**config.mk**
```make
export PLATFORM = sky130hd
export DESIGN_NAME = rca_seq_ctrl
export DESIGN_NICKNAME = d
export VERILOG_FILES = /design/src/rtl/rca_seq_ctrl.sv
export SDC_FILE = /design/constraint.sdc
export NUM_CORES = 1
export LEC_CHECK = 0
export BUFFER_PORTS_ARGS = -buffer_cell sky130_fd_sc_hd__buf_2
export CELL_PAD_IN_SITES_DETAIL_PLACEMENT = 0
export CELL_PAD_IN_SITES_GLOBAL_PLACEMENT = 1
export CORE_MARGIN = 2
export CORE_UTILIZATION = 36
export CTS_CLUSTER_SIZE = 25
export DETAILED_ROUTE_END_ITERATION = 16
export PLACE_DENSITY_LB_ADDON = 0.05
export SYNTH_ARGS = -nofsm -noshare
export SYNTH_HDL_FRONTEND = slang
export SYNTH_SLANG_ARGS = --single-unit
```
**constraint.sdc**
```tcl
create_clock -name clk -period 2 [get_ports clk]
set_clock_uncertainty 0.1 [all_clocks]
set_input_delay 0.4 -clock clk [delete_from_list [all_inputs] [get_ports clk]]
set_output_delay 0.4 -clock clk [all_outputs]
set_load 0.01 [all_outputs]
```
**src/rtl/rca_seq_ctrl.sv**
```systemverilog
// Sequential ripple-carry adder controller: steps one 4-bit slice per cycle
// through an external combinational nibble adder and assembles the sum.
module rca_seq_ctrl #(
    parameter int NIBBLES = 4
) (
    input  logic                 clk,
    input  logic                 rst,
    input  logic                 start,
    input  logic [4*NIBBLES-1:0] a,
    input  logic [4*NIBBLES-1:0] b,
    input  logic                 cin,
    output logic [3:0]           nib_a,
    output logic [3:0]           nib_b,
    output logic                 nib_cin,
    input  logic [3:0]           nib_s,
    input  logic                 nib_cout,
    output logic                 busy,
    output logic                 done,
    output logic [4*NIBBLES-1:0] sum,
    output logic                 cout
);

    localparam int W  = 4 * NIBBLES;
    localparam int KW = $clog2(NIBBLES);

    typedef enum logic [1:0] {
        IDLE,
        RUN,
        DONE
    } state_t;

    state_t        state;
    state_t        state_nx;
    logic [W-1:0]  a_r;
    logic [W-1:0]  b_r;
    logic [W-1:0]  s_r;
    logic [W-1:0]  s_merged;
    logic [KW-1:0] k;
    logic          cy;
    logic          accept;
    logic          last;

    always_ff @(posedge clk) begin
        if (rst) begin
            state <= IDLE;
        end else begin
            state <= state_nx;
        end
    end

    always_comb begin
        state_nx = state;
        busy     = 1'b0;
        done     = 1'b0;
        nib_a    = 4'h0;
        nib_b    = 4'h0;
        nib_cin  = 1'b0;
        accept   = 1'b0;
        last     = 1'b0;
        s_merged = s_r;
        unique case (state)
            IDLE: begin
                if (start) begin
                    accept   = 1'b1;
                    state_nx = RUN;
                end
            end
            RUN: begin
                busy     = 1'b1;
                nib_a    = a_r[{k, 2'b00} +: 4];
                nib_b    = b_r[{k, 2'b00} +: 4];
                nib_cin  = cy;
                last     = (k == KW'(NIBBLES - 1));
                s_merged[{k, 2'b00} +: 4] = nib_s;
                if (last) begin
                    state_nx = DONE;
                end
            end
            DONE: begin
                done = 1'b1;
                if (start) begin
                    accept   = 1'b1;
                    state_nx = RUN;
                end else begin
                    state_nx = IDLE;
                end
            end
            default: state_nx = IDLE;
        endcase
    end

    // sum/cout are only written on the final slice, so they hold across a new op
    always_ff @(posedge clk) begin
        if (rst) begin
            a_r  <= '0;
            b_r  <= '0;
            s_r  <= '0;
            k    <= '0;
            cy   <= 1'b0;
            sum  <= '0;
            cout <= 1'b0;
        end else if (accept) begin
            a_r <= a;
            b_r <= b;
            cy  <= cin;
            k   <= '0;
        end else if (state == RUN) begin
            s_r <= s_merged;
            cy  <= nib_cout;
            k   <= last ? '0 : k + 1'b1;
            if (last) begin
                sum  <= s_merged;
                cout <= nib_cout;
            end
        end
    end

endmodule

```
* Word-level counts from Yosys, hierarchy flattened *
Index checks and enable logic that the tools add are counted.

storage, ports and cells
  logic and storage cells = 43
  output and inout port bits = 28
  register bits = 70
  input port bits = 41

operators by class
  eq/ne operators = 5
  $add $sub $neg = 2
  multiplexer cells = 16
  bitwise logic cells = 1
  reductions and logical operators = 7
  shift operators = 4

operator list
  kind                      count
  $shiftx A16 B5 Y4         2
  $bwmux W16                1
  $shift A4 B6 Y16 const A  1
  $shiftx A4 B6 Y16         1
  $mux W1                   9
  $mux W4                   2
  $mux W2                   3
  $neg A4 Y6                1
  $pmux W2 S3               1
  $eq A2 B2 Y1 const B      2
  $ne A2 B2 Y1 const B      2
  $reduce_and A2 Y1         2
  $reduce_or A2 Y1          2
  $reduce_and A3 Y1         1
  $add A2 B1 Y2 const B     1
  $eq A2 B1 Y1 const B      1
  $logic_not A2 Y1          1
  $reduce_bool A2 Y1        1
  $not A1 Y1                1

* Logic depth before layout (Yosys ltp) *
Gate-level depths: netlist of the first run.

  depth in word-level cells = 5
  gate-level depth with buffers = 8
  mapped depth without buffers = 5

* Worst setup path before layout of the first run *
No wires, ideal clock.

  path kind = flip-flop to flip-flop
  start point = reg k[0]
  end point = reg sum[0]
  stages on the path, launching flop included = 9
  required time = 1.768 ns
  path buffers = 3
  period minus slack after synthesis = 1.994 ns
  data arrival time = 1.762 ns
  path slack = 0.006 ns
  library setup time = 0.132 ns
  cells stage by stage = dfxtp_1 buf_6 buf_12 inv_1 ha_1 and4bb_2 buf_2 a221oi_1 nor3_1

between the ends
  longest elaborated chain between the ends = 3
  elaborated cells on any way between the ends = 7
  those cells by class = 1 x add/sub; 1 x eq/ne; 2 x shift; 2 x mux; 1 x reduce/logical

RTL lines
  item                                                    line    RTL
  start, declared                                         38      logic [KW-1:0] k;
  start signal, assigned                                  110     k <= last ? '0 : k + 1'b1;
  $neg A4 Y6 / $eq A2 B2 Y1 (equally long branches)       74, 73
  $shiftx A4 B6 Y16 (tied with other cells)               74      s_merged[{k, 2'b00} +: 4] = nib_s;
  $bwmux W16 / $reduce_and A3 Y1 (equally long branches)  n/a
  end signal, assigned                                    112     sum <= s_merged;
  end, declared                                           19      output logic [4*NIBBLES-1:0] sum,

Parallel ways exist; a longest one is shown, timed or not.
A chain may end at the register's enable or synchronous reset.

* Worst setup path in the final report of the first run *
  start point = reg k[0]
  end point = out nib_a[1]

between the ends
  longest elaborated chain between the ends = 2

RTL lines
  item               line  RTL
  $shiftx A16 B5 Y4  70    nib_a = a_r[{k, 2'b00} +: 4];
  $mux W4            61    unique case (state)
  end, declared      12    output logic [3:0] nib_a,

No other way between the ends.

==> results of run 1 <==
## sequential cells by signal, summed over array words and instances (netlist names)
signal  count
a_r        16
b_r        16
cout        1
cy          1
k           2
s_r        16
state       2
sum        16
## what timing repair did
item / in CTS / in global routing
endpoints found under the hold margin: 0 / 0
resized for setup: 18 / 9
pin swaps: 7 / 1
gates cloned: 0 / 0
hold buffers: 0 / 0
endpoints found under the setup margin: 9 / 15
setup buffers: 4 / 0
## tightest hold or removal path, cell delays in order
cell	delay (ps)
buf_2	90
nand2_1	40
a21oi_1	50
## routing by layer
metal | vias to the layer above | GRT usage, %
met1 | 1244 | 22.8
met2 | 61 | 26.3
met5 | - | 0
met3 | 8 | 3.79
met4 | 0 | 7.27
li1 | 1391 | -
## per-stage QoR
stage | setup WS, ps | util [%]
final | -83.7 | 45.6
after global routing | -148 | 45.6
after CTS | -115 | 45.1
after detailed placement | 107 | 42.6
after global placement | 122 | 42.6
after floorplan | 5.92 | -
## power groups by stage
| stage | clock network [mW] | registers (mW) | logic (mW) |
|---|---|---|---|
| floorplan | 0 | 1.49 | 0.219 |
| detailed placement | 0 | 1.50 | 0.333 |
| finish | 1.13 | 1.47 | 0.347 |
| global placement | 0 | 1.50 | 0.332 |
| global route | 1.23 | 1.48 | 0.389 |
| CTS | 1.17 | 1.47 | 0.347 |
## cell usage after synthesis, types with 3 or more instances
cell	instances	share of area [%]
a311oi_1	4	1.1
nor2b_1	5	0.98
a21oi_1	45	7.0
a221oi_1	4	1.1
nand2b_1	14	2.7
inv_1	9	1.1
nand2_1	74	8.7
a311oi_2	4	1.9
dfxtp_1	70	44
buf_4	3	0.70
and2_1	11	2.2
mux4_1	8	6.6
nand3b_1	6	1.4
a211oi_1	5	1.2
o32ai_1	4	1.1
nor2_1	24	2.8
buf_2	12	1.9
clkbuf_1	9	1.1
a32oi_1	6	1.6
nand4_1	5	0.98
ha_1	6	2.3
nor3_1	5	0.78
nand3_1	10	1.6
## logic make-up after synthesis
group | after synthesis | synth area share (%)
adder cells (fa/ha/maj) | 6 | 2.35
AO/OA/AOI/OAI | 74 | 15.5
flip-flops | 70 | 43.8
AND/OR/NAND/NOR | 163 | 25.4
buffers and inverters | 39 | 6.45
multiplexers | 8 | 6.57
## cell usage in the layout, fill, tap and decap left out, types with 2 or more instances in the layout
cell type / netlist / layout
nand2_1: 74 / 74
dfxtp_1: 70 / 66
buf_2: 12 / 62
a21oi_1: 45 / 45
nor2_1: 24 / 24
buf_4: 3 / 18
nand2b_1: 14 / 14
nand3_1: 10 / 10
clkbuf_8: 0 / 10
inv_1: 9 / 9
mux4_2: 0 / 8
buf_6: 2 / 7
and2_4: 0 / 6
nand3b_1: 6 / 6
a32oi_1: 6 / 6
ha_1: 6 / 6
and2_1: 11 / 5
nand4_1: 5 / 5
a211oi_1: 5 / 5
nor3_1: 5 / 5
o32ai_1: 4 / 4
a221oi_1: 4 / 4
a311oi_1: 4 / 4
a311oi_2: 4 / 4
buf_12: 1 / 4
nor2b_1: 5 / 3
dfxtp_2: 0 / 3
nor2b_2: 0 / 2
and4bb_2: 2 / 2
nand4b_1: 2 / 2
nor3b_4: 2 / 2
clkinv_2: 0 / 2
## worst paths after layout
kind,to,cells past startpoint
max,nib_a[1],4
min,a_r[4],3
max reg2reg,sum[14],6
min reg2reg,b_r[10],2
## area by class of cell
type | count | share of cell area, %
clock inverter | 4 | 1.20
multi-input combinational | 251 | 40.0
inverter | 9 | 0.854
tap | 108 | 3.42
clock buffer | 11 | 3.58
timing repair buffer | 91 | 15.3
sequential | 70 | 35.6
==> flow_summary_export.csv, run 1 <==
group,metric,value,unit
power_and_ir_drop,p_total,2.94,mW
synth,yosysWarnings,0,
clock_tree,clk_pin_slew,80,ps
floorplanning,dieArea,9660,um^2
drt,wl_met1,3.74,mm
layout,stdcell_area,3950,um^2
critical_path,r2r_start,"k[0]",
sta,fmax,0.480,GHz
sta,hold_slack,189,ps
critical_path,reg2reg_slack,130,ps
drt,via_count,2704,
sta,maxSlewHeadroom,75.0,%
critical_path,crit_path_max_fanout,8,
drt,route.met2.wl,3.58,mm
floorplanning,core_area,8680,um^2
worst_hold_path,worstHoldStart,"a[4]",
worst_hold_path,hold_class,"in2reg",
placement,placed_cells,525,
global_routing,grt_pass1_wl,13.1,mm
clock_tree,cts_tree,"yes",
sta,worst_pin_slew,373,ps
status,violations,"setup timing",
placement,dpl.hpwl,5.25,mm
sta,setup_tns,-518,ps
clock_tree,clockRootBuffer,"clkbuf_8",
sta,rsz0062_at_grt,"true",
critical_path,worstSetupPathType,"reg2out",
drt,first_pass_iters,4,
power_and_ir_drop,p_sw,0.743,mW
sta,slew_violations,0,
clock_tree,clock-sinks,70,
synth,ys_seq_area_share,43.8,%
global_routing,grt_use_total,17.0,%
synth,syn_area_per_cell,8.89,um^2
synth,synth_ff_type,"dfxtp_1",
status,status,"complete, but fails checks",
critical_path,startpoint,"k[0]",
global_routing,grt-ovfl-total,0,
drt,drt_wl_total,7.75,mm
synth,async_flop_share,0,%
synth,syn_nets,407,
critical_path,cp_top_family,"multiplexers",
floorplanning,ioPinCount,69,
critical_path,start_kind,"flip-flop",
drt,detail-route-antenna-nets,0,
layout,fill_cells,923,
synth,synth-edff-count,0,
power_and_ir_drop,power_frac_clock,38.3,%
global_routing,grt_max_degree,45,
drt,dr.max_layer_used,"met4",
layout,final_nets,479,
critical_path,crit_chain,"buf_12 -> mux4_2 -> and2_1 -> buf_2",
critical_path,slowest_stage,"mux4_2",
placement,globalplace.congestion,0.748,
synth,yosys.cell_types.count,35,
power_and_ir_drop,pwr-share-seq,49.9,%
sta,timing.final.crit_period,2080,ps
critical_path,max_stage_delay,490,ps
layout,area_delta_synth_final,23.5,%
power_and_ir_drop,powerDensity,745,nW/um^2
placement,dpl-instance-area,3700,um^2
placement,port-buffer-count,68,
floorplanning,die_height,98.3,um
layout,seq_area,1410,um^2
clock_tree,cts_buffers,9,
synth,synthCells,360,
layout,layout-drive-gt1-share,30.5,%
layout,multiInputGateArea,1580,um^2
synth,synthesis.area,3200,um^2
drt,wl_per_cell,14.3,um
run,maxCapViolCount,0,
power_and_ir_drop,vdd_drop_max,351,uV
global_routing,grt_antenna_before_repair,0,
power_and_ir_drop,p_int,2.20,mW
critical_path,cp_num_buf_inv,2,
power_and_ir_drop,leakage,1.56,nW
layout,antenna_cells,0,
sta,fin_ws,-83.7,ps
power_and_ir_drop,pwr-share-comb,11.8,%
floorplanning,start_util,36.9,%
critical_path,worstSetupEndpointType,"output port",
clock_tree,clock_path_buffers,2,
synth,ys_seq_elements,70,
floorplanning,die_w,98.3,um
sta,setup_violations,8,
critical_path,required,1500,ps
floorplanning,rows,34,
clock_tree,cts_max_level,3,
drt,drt_iter0_drc,56,
sta,hold_viol,0,
layout,fin_cells,544,
drt,drc_errors,0,
global_routing,grt_pass1_vias,2620,
critical_path,arrival,1580,ps
clock_tree,clk_latency,340,ps
drt,dr_wl_met3,320,um
sta,min_period_over_period,104,%
power_and_ir_drop,switching_share,25.2,%
drt,vias_per_cell,4.97,
Note: power is estimated with default switching activity, not from simulation.
==> run 2, diff against run 1 <==
--- a/config.mk
+++ b/config.mk
@@ -6,10 +6,8 @@
 export NUM_CORES = 1
 export LEC_CHECK = 0
 export BUFFER_PORTS_ARGS = -buffer_cell sky130_fd_sc_hd__buf_2
-export CELL_PAD_IN_SITES_DETAIL_PLACEMENT = 0
-export CELL_PAD_IN_SITES_GLOBAL_PLACEMENT = 1
 export CORE_MARGIN = 2
-export CORE_UTILIZATION = 36
+export CORE_UTILIZATION = 48
 export CTS_CLUSTER_SIZE = 25
 export DETAILED_ROUTE_END_ITERATION = 16
 export PLACE_DENSITY_LB_ADDON = 0.05
==> flow_summary_export.csv, run 2 (synthesis results as in run 1) <==
group,metric,value,unit
status,status,"complete, but fails checks",
status,violations,"setup timing",
drt,vias_per_cell,5.31,
layout,antenna_cells,0,
floorplanning,core_area,6390,um^2
critical_path,worstSetupPathType,"reg2out",
clock_tree,ctsHoldBuffers,0,
floorplanning,die_w,85.7,um
clock_tree,cts_buffers,9,
clock_tree,cts_tree,"yes",
drt,drt_iter0_drc,143,
clock_tree,cts_max_level,3,
drt,drc_errors,0,
drt,detail-route-antenna-nets,0,
layout,fill_cells,607,
sta,timing.final.crit_period,2100,ps
critical_path,start_kind,"flip-flop",
sta,maxSlewHeadroom,72.0,%
floorplanning,start_util,50.1,%
drt,via_count,2705,
worst_hold_path,min_path_cells,3,
clock_tree,clock-sinks,70,
global_routing,grt_pass1_wl,12.2,mm
clock_tree,clock_path_buffers,2,
layout,layout-drive-gt1-share,30.1,%
sta,hold_viol,0,
global_routing,grt-ovfl-total,0,
placement,port-buffer-count,68,
clock_tree,clockRootBuffer,"clkbuf_8",
placement,dpl.hpwl,4.71,mm
critical_path,reg2reg_depth,6,
drt,drt_wl_total,7.15,mm
worst_hold_path,hold_class,"in2reg",
critical_path,crit_path_max_fanout,6,
global_routing,grt_use_total,20.7,%
sta,setup_violations,8,
global_routing,grt_antenna_before_repair,0,
sta,slew_violations,0,
power_and_ir_drop,p_int,2.58,mW
power_and_ir_drop,powerDensity,845,nW/um^2
placement,pre_cts_ws,78.2,ps
power_and_ir_drop,p_sw,0.759,mW
critical_path,r2r-end,"s_r[10]",
critical_path,arrival,1600,ps
sta,setup_tns,-577,ps
sta,worst_pin_slew,418,ps
sta,min_period_over_period,105,%
sta,fmax,0.476,GHz
drt,wl_per_cell,14.0,um
clock_tree,clk_pin_slew,80,ps
critical_path,reg2reg_slack,150,ps
layout,layout_common_cells,"nand2_1 (74), dfxtp_1 (68), buf_2 (62)",
power_and_ir_drop,power_frac_clock,46.0,%
run,maxCapViolCount,0,
layout,final_nets,474,
global_routing,grt_pass1_vias,2575,
critical_path,worstSetupEndpointType,"output port",
power_and_ir_drop,leakage,1.57,nW
layout,final_common_cell,"nand2_1",
power_and_ir_drop,vdd_drop_max,475,uV
floorplanning,die_height,85.7,um
global_routing,grt_max_degree,75,
layout,area_delta_synth_final,23.4,%
sta,hold_slack,186,ps
critical_path,r2r_start,"k[1]",
power_and_ir_drop,pwr-share-seq,44.1,%
floorplanning,rows,29,
drt,first_pass_iters,4,
placement,dpl-instance-area,3600,um^2
layout,stdcell_area,3950,um^2
floorplanning,dieArea,7340,um^2
critical_path,cp-endpoint,"nib_a[3]",
critical_path,startpoint,"k[0]",
critical_path,required,1500,ps
sta,rsz0062_at_grt,"true",
power_and_ir_drop,pwr-share-comb,9.9,%
clock_tree,clk_latency,340,ps
floorplanning,ioPinCount,69,
power_and_ir_drop,switching_share,22.7,%
sta,fin_ws,-101,ps
placement,globalplace.congestion,0.735,
[run 2: worst min path at each step]
stage	slack, ps	from	to
floorplan	330	a_r[4]	a_r[4]
global placement	340	a_r[3]	a_r[3]
detailed placement	350	a_r[3]	a_r[3]
CTS	180	a[10]	a_r[10]
global route	180	b[11]	b_r[11]
finish	190	a[10]	a_r[10]
[run 2: cell type report]
type                    count  area [um^2]  share of cell area, %
clock buffers              10          138                   3.49
inverters                   9         33.8                  0.856
repair buffers             86          554                   14.0
well taps                  77         96.3                   2.44
flip-flops and latches     70         1410                   35.7
clock inverters             6          133                   3.36
multi-input cells         251         1590                   40.1
[run 2: per-stage QoR]
step           std cells  power (mW)  util [%]
2_1_floorplan        360        1.71         -
3_3_place_gp         488        1.81      56.4
3_5_place_dp         488        1.81      56.4
4_1_cts              507        3.35      60.9
5_1_grt              509        3.47      61.8
6_report             509        3.34      61.8
[run 2: power by group through the flow]
stage                     registers [mW]  logic (mW)  clock network (mW)
after global routing                1.48       0.369                1.62
after floorplan                     1.49       0.219                   0
after CTS                           1.47       0.323                1.56
after detailed placement            1.50       0.312                   0
after global placement              1.50       0.308                   0
final                               1.47       0.330                1.54
[run 2: timing repair]
action	in CTS	in global routing
buffers inserted	3	2
pin swaps	7	0
endpoints found under the setup margin	9	12
gates cloned	0	0
gates resized for setup	17	11
[run 2: critical path, stage by stage (launching register included)]
cell     delay (ps)
dfxtp_4         370
buf_12          120
mux4_2          500
and2_4          150
buf_6           110
[run 2: per-layer routing]
| metal | track usage [%] | up-vias | part of all wire (%) |
|---|---|---|---|
| met2 | 33.3 | 48 | 47 |
| met1 | 27.9 | 1267 | 48 |
| li1 | - | 1381 | - |
| met3 | 3.56 | 9 | 3.4 |
| met4 | 8.23 | 0 | 1.2 |
| met5 | 0 | - | 0 |
==> run 3, diff against run 2 <==
--- a/config.mk
+++ b/config.mk
@@ -6,11 +6,15 @@
 export NUM_CORES = 1
 export LEC_CHECK = 0
 export BUFFER_PORTS_ARGS = -buffer_cell sky130_fd_sc_hd__buf_2
+export CELL_PAD_IN_SITES_DETAIL_PLACEMENT = 1
+export CELL_PAD_IN_SITES_GLOBAL_PLACEMENT = 2
 export CORE_MARGIN = 2
-export CORE_UTILIZATION = 48
+export CORE_UTILIZATION = 29
 export CTS_CLUSTER_SIZE = 25
 export DETAILED_ROUTE_END_ITERATION = 16
 export PLACE_DENSITY_LB_ADDON = 0.05
+export RECOVER_POWER = 100
+export SKIP_LAST_GASP = 1
 export SYNTH_ARGS = -nofsm -noshare
 export SYNTH_HDL_FRONTEND = slang
 export SYNTH_SLANG_ARGS = --single-unit
==> flow_summary_export.csv, run 3 (synthesis results as in run 1) <==
group,metric,value,unit
status,status,"complete, but fails checks",
status,violations,"setup timing",
layout,layout-drive-gt1-share,28.7,%
drt,dr_wl_met3,367,um
clock_tree,clockRootBuffer,"clkbuf_8",
critical_path,crit_chain,"buf_12 -> mux4_2 -> and2_4 -> buf_6",
layout,area_delta_synth_final,26.8,%
run,maxCapViolCount,0,
power_and_ir_drop,leakage,1.52,nW
drt,drt_wl_total,9.03,mm
critical_path,r2r-end,"sum[1]",
critical_path,max_stage_delay,480,ps
critical_path,arrival,1640,ps
drt,drc_errors,0,
sta,maxSlewHeadroom,62.8,%
sta,slew_violations,0,
floorplanning,ioPinCount,69,
layout,final_nets,484,
critical_path,worstSetupPathType,"reg2out",
sta,setup_violations,11,
global_routing,grt_pass1_wl,14.6,mm
floorplanning,start_util,29.7,%
global_routing,grt_antenna_before_repair,1,
clock_tree,clk_pin_slew,80,ps
critical_path,cp_top_family,"multiplexers",
floorplanning,die_w,109,um
global_routing,grt-ovfl-total,0,
critical_path,cp-endpoint,"nib_a[3]",
global_routing,grt_use_total,16.1,%
sta,hold_viol,0,
sta,fmax,0.468,GHz
global_routing,grt_max_degree,46,
drt,drt_iter0_drc,69,
worst_hold_path,min_path_cells,3,
drt,route.met2.wl,4.29,mm
drt,via_count,2802,
sta,min_period_over_period,107,%
critical_path,startpoint,"k[0]",
clock_tree,cts_buffers,9,
power_and_ir_drop,vdd_drop_max,254,uV
placement,port-buffer-count,68,
placement,pre_cts_ws,95.1,ps
power_and_ir_drop,p_total,3.04,mW
layout,multiInputGateArea,1620,um^2
layout,fill_cells,1273,
sta,rsz0062_at_grt,"true",
critical_path,critical_path_depth,4,
critical_path,crit_path_max_fanout,5,
clock_tree,cts_max_level,3,
placement,dpl.hpwl,6.10,mm
drt,detail-route-antenna-nets,0,
drt,vias_per_cell,4.81,
drt,first_pass_iters,4,
critical_path,required,1500,ps
global_routing,grt_pass1_vias,2869,
floorplanning,dieArea,11900,um^2
sta,worst_pin_slew,558,ps
clock_tree,ctsHoldBuffers,0,
critical_path,r2r_start,"k[1]",
layout,stdcell_area,4060,um^2
sta,fin_ws,-137,ps
placement,globalplace.congestion,0.709,
critical_path,worstSetupEndpointType,"output port",
critical_path,start_kind,"flip-flop",
clock_tree,clock-sinks,70,
critical_path,reg2reg_depth,7,
drt,dr.max_layer_used,"met5",
worst_hold_path,hold_class,"in2reg",
sta,timing.final.crit_period,2140,ps
power_and_ir_drop,powerDensity,748,nW/um^2
layout,layout_common_cells,"nand2_1 (74), dfxtp_1 (67), a21oi_1 (45)",
layout,seq_area,1410,um^2
placement,dpl-instance-area,3730,um^2
layout,antenna_cells,0,
critical_path,slowest_stage,"mux4_2",
critical_path,cp_num_buf_inv,2,
drt,wl_per_cell,15.5,um
critical_path,reg2reg_slack,-30,ps
clock_tree,cts_tree,"yes",
floorplanning,die_height,109,um
clock_tree,clk_latency,360,ps
floorplanning,core_area,10800,um^2
floorplanning,rows,38,
drt,wl_met1,4.18,mm
clock_tree,clock_path_buffers,2,
layout,final_common_cell,"nand2_1",
[run 3: changes by cell type in the layout (fill, tap and decap cells not counted), sizes merged]
cell    change
bufinv      -3
inv         -1
clkinv      +2
buf        -14
clkbuf     +26
[run 3: layer usage]
layer	vias up	track usage, %
met5	-	0
met4	2	7.42
met3	14	3.05
met2	49	26.8
met1	1331	20.1
li1	1406	-
[run 3: where the power goes]
part           switching, mW  leakage (nW)  internal, mW
Clock                  0.557         0.106         0.639
Combinational          0.201         0.843         0.168
Sequential            0.0303         0.572          1.44
Total                  0.788          1.52          2.25
[run 3: layout make-up]
cell class,count,area share (%)
Multi-Input combinational cell,251,40.0
Clock inverter,4,1.11
Inverter,9,0.925
Sequential cell,70,34.7
Timing Repair Buffer,96,15.2
Tap cell,140,4.32
Clock buffer,12,3.82
[run 3: per-stage QoR]
step	setup TNS [ps]	instances	util, %	hold WS, ps
after global routing	-3650	582	37.6	179
after global placement	0	558	34.6	339
after floorplan	0	360	-	332
after CTS	-1090	580	37.0	158
final	-945	582	37.6	172
after detailed placement	0	558	34.6	346
[run 3: how the worst min path moves through the flow]
stage                 start       to  slack (ps)
finish                 a[6]   a_r[6]         170
global route          b[13]  b_r[13]         180
floorplan            a_r[4]   a_r[4]         330
global placement    b_r[11]  b_r[11]         340
CTS                    b[8]   b_r[8]         160
detailed placement   b_r[2]   b_r[2]         350
[run 3: worst min-delay path, delay by kind of cell]
family                 cells  cell delay, ps
buffers and inverters      1             100
AND/OR/NAND/NOR            1              50
AO/OA/AOI/OAI              1              50
[run 3: what timing repair did]
action | CTS | global route
resized for setup | 22 | 27
pin swaps | 8 | 2
endpoints found under the setup margin | 9 | 37
setup buffers | 6 | 2
hold endpoints to repair | 0 | 0
gates cloned | 1 | 0
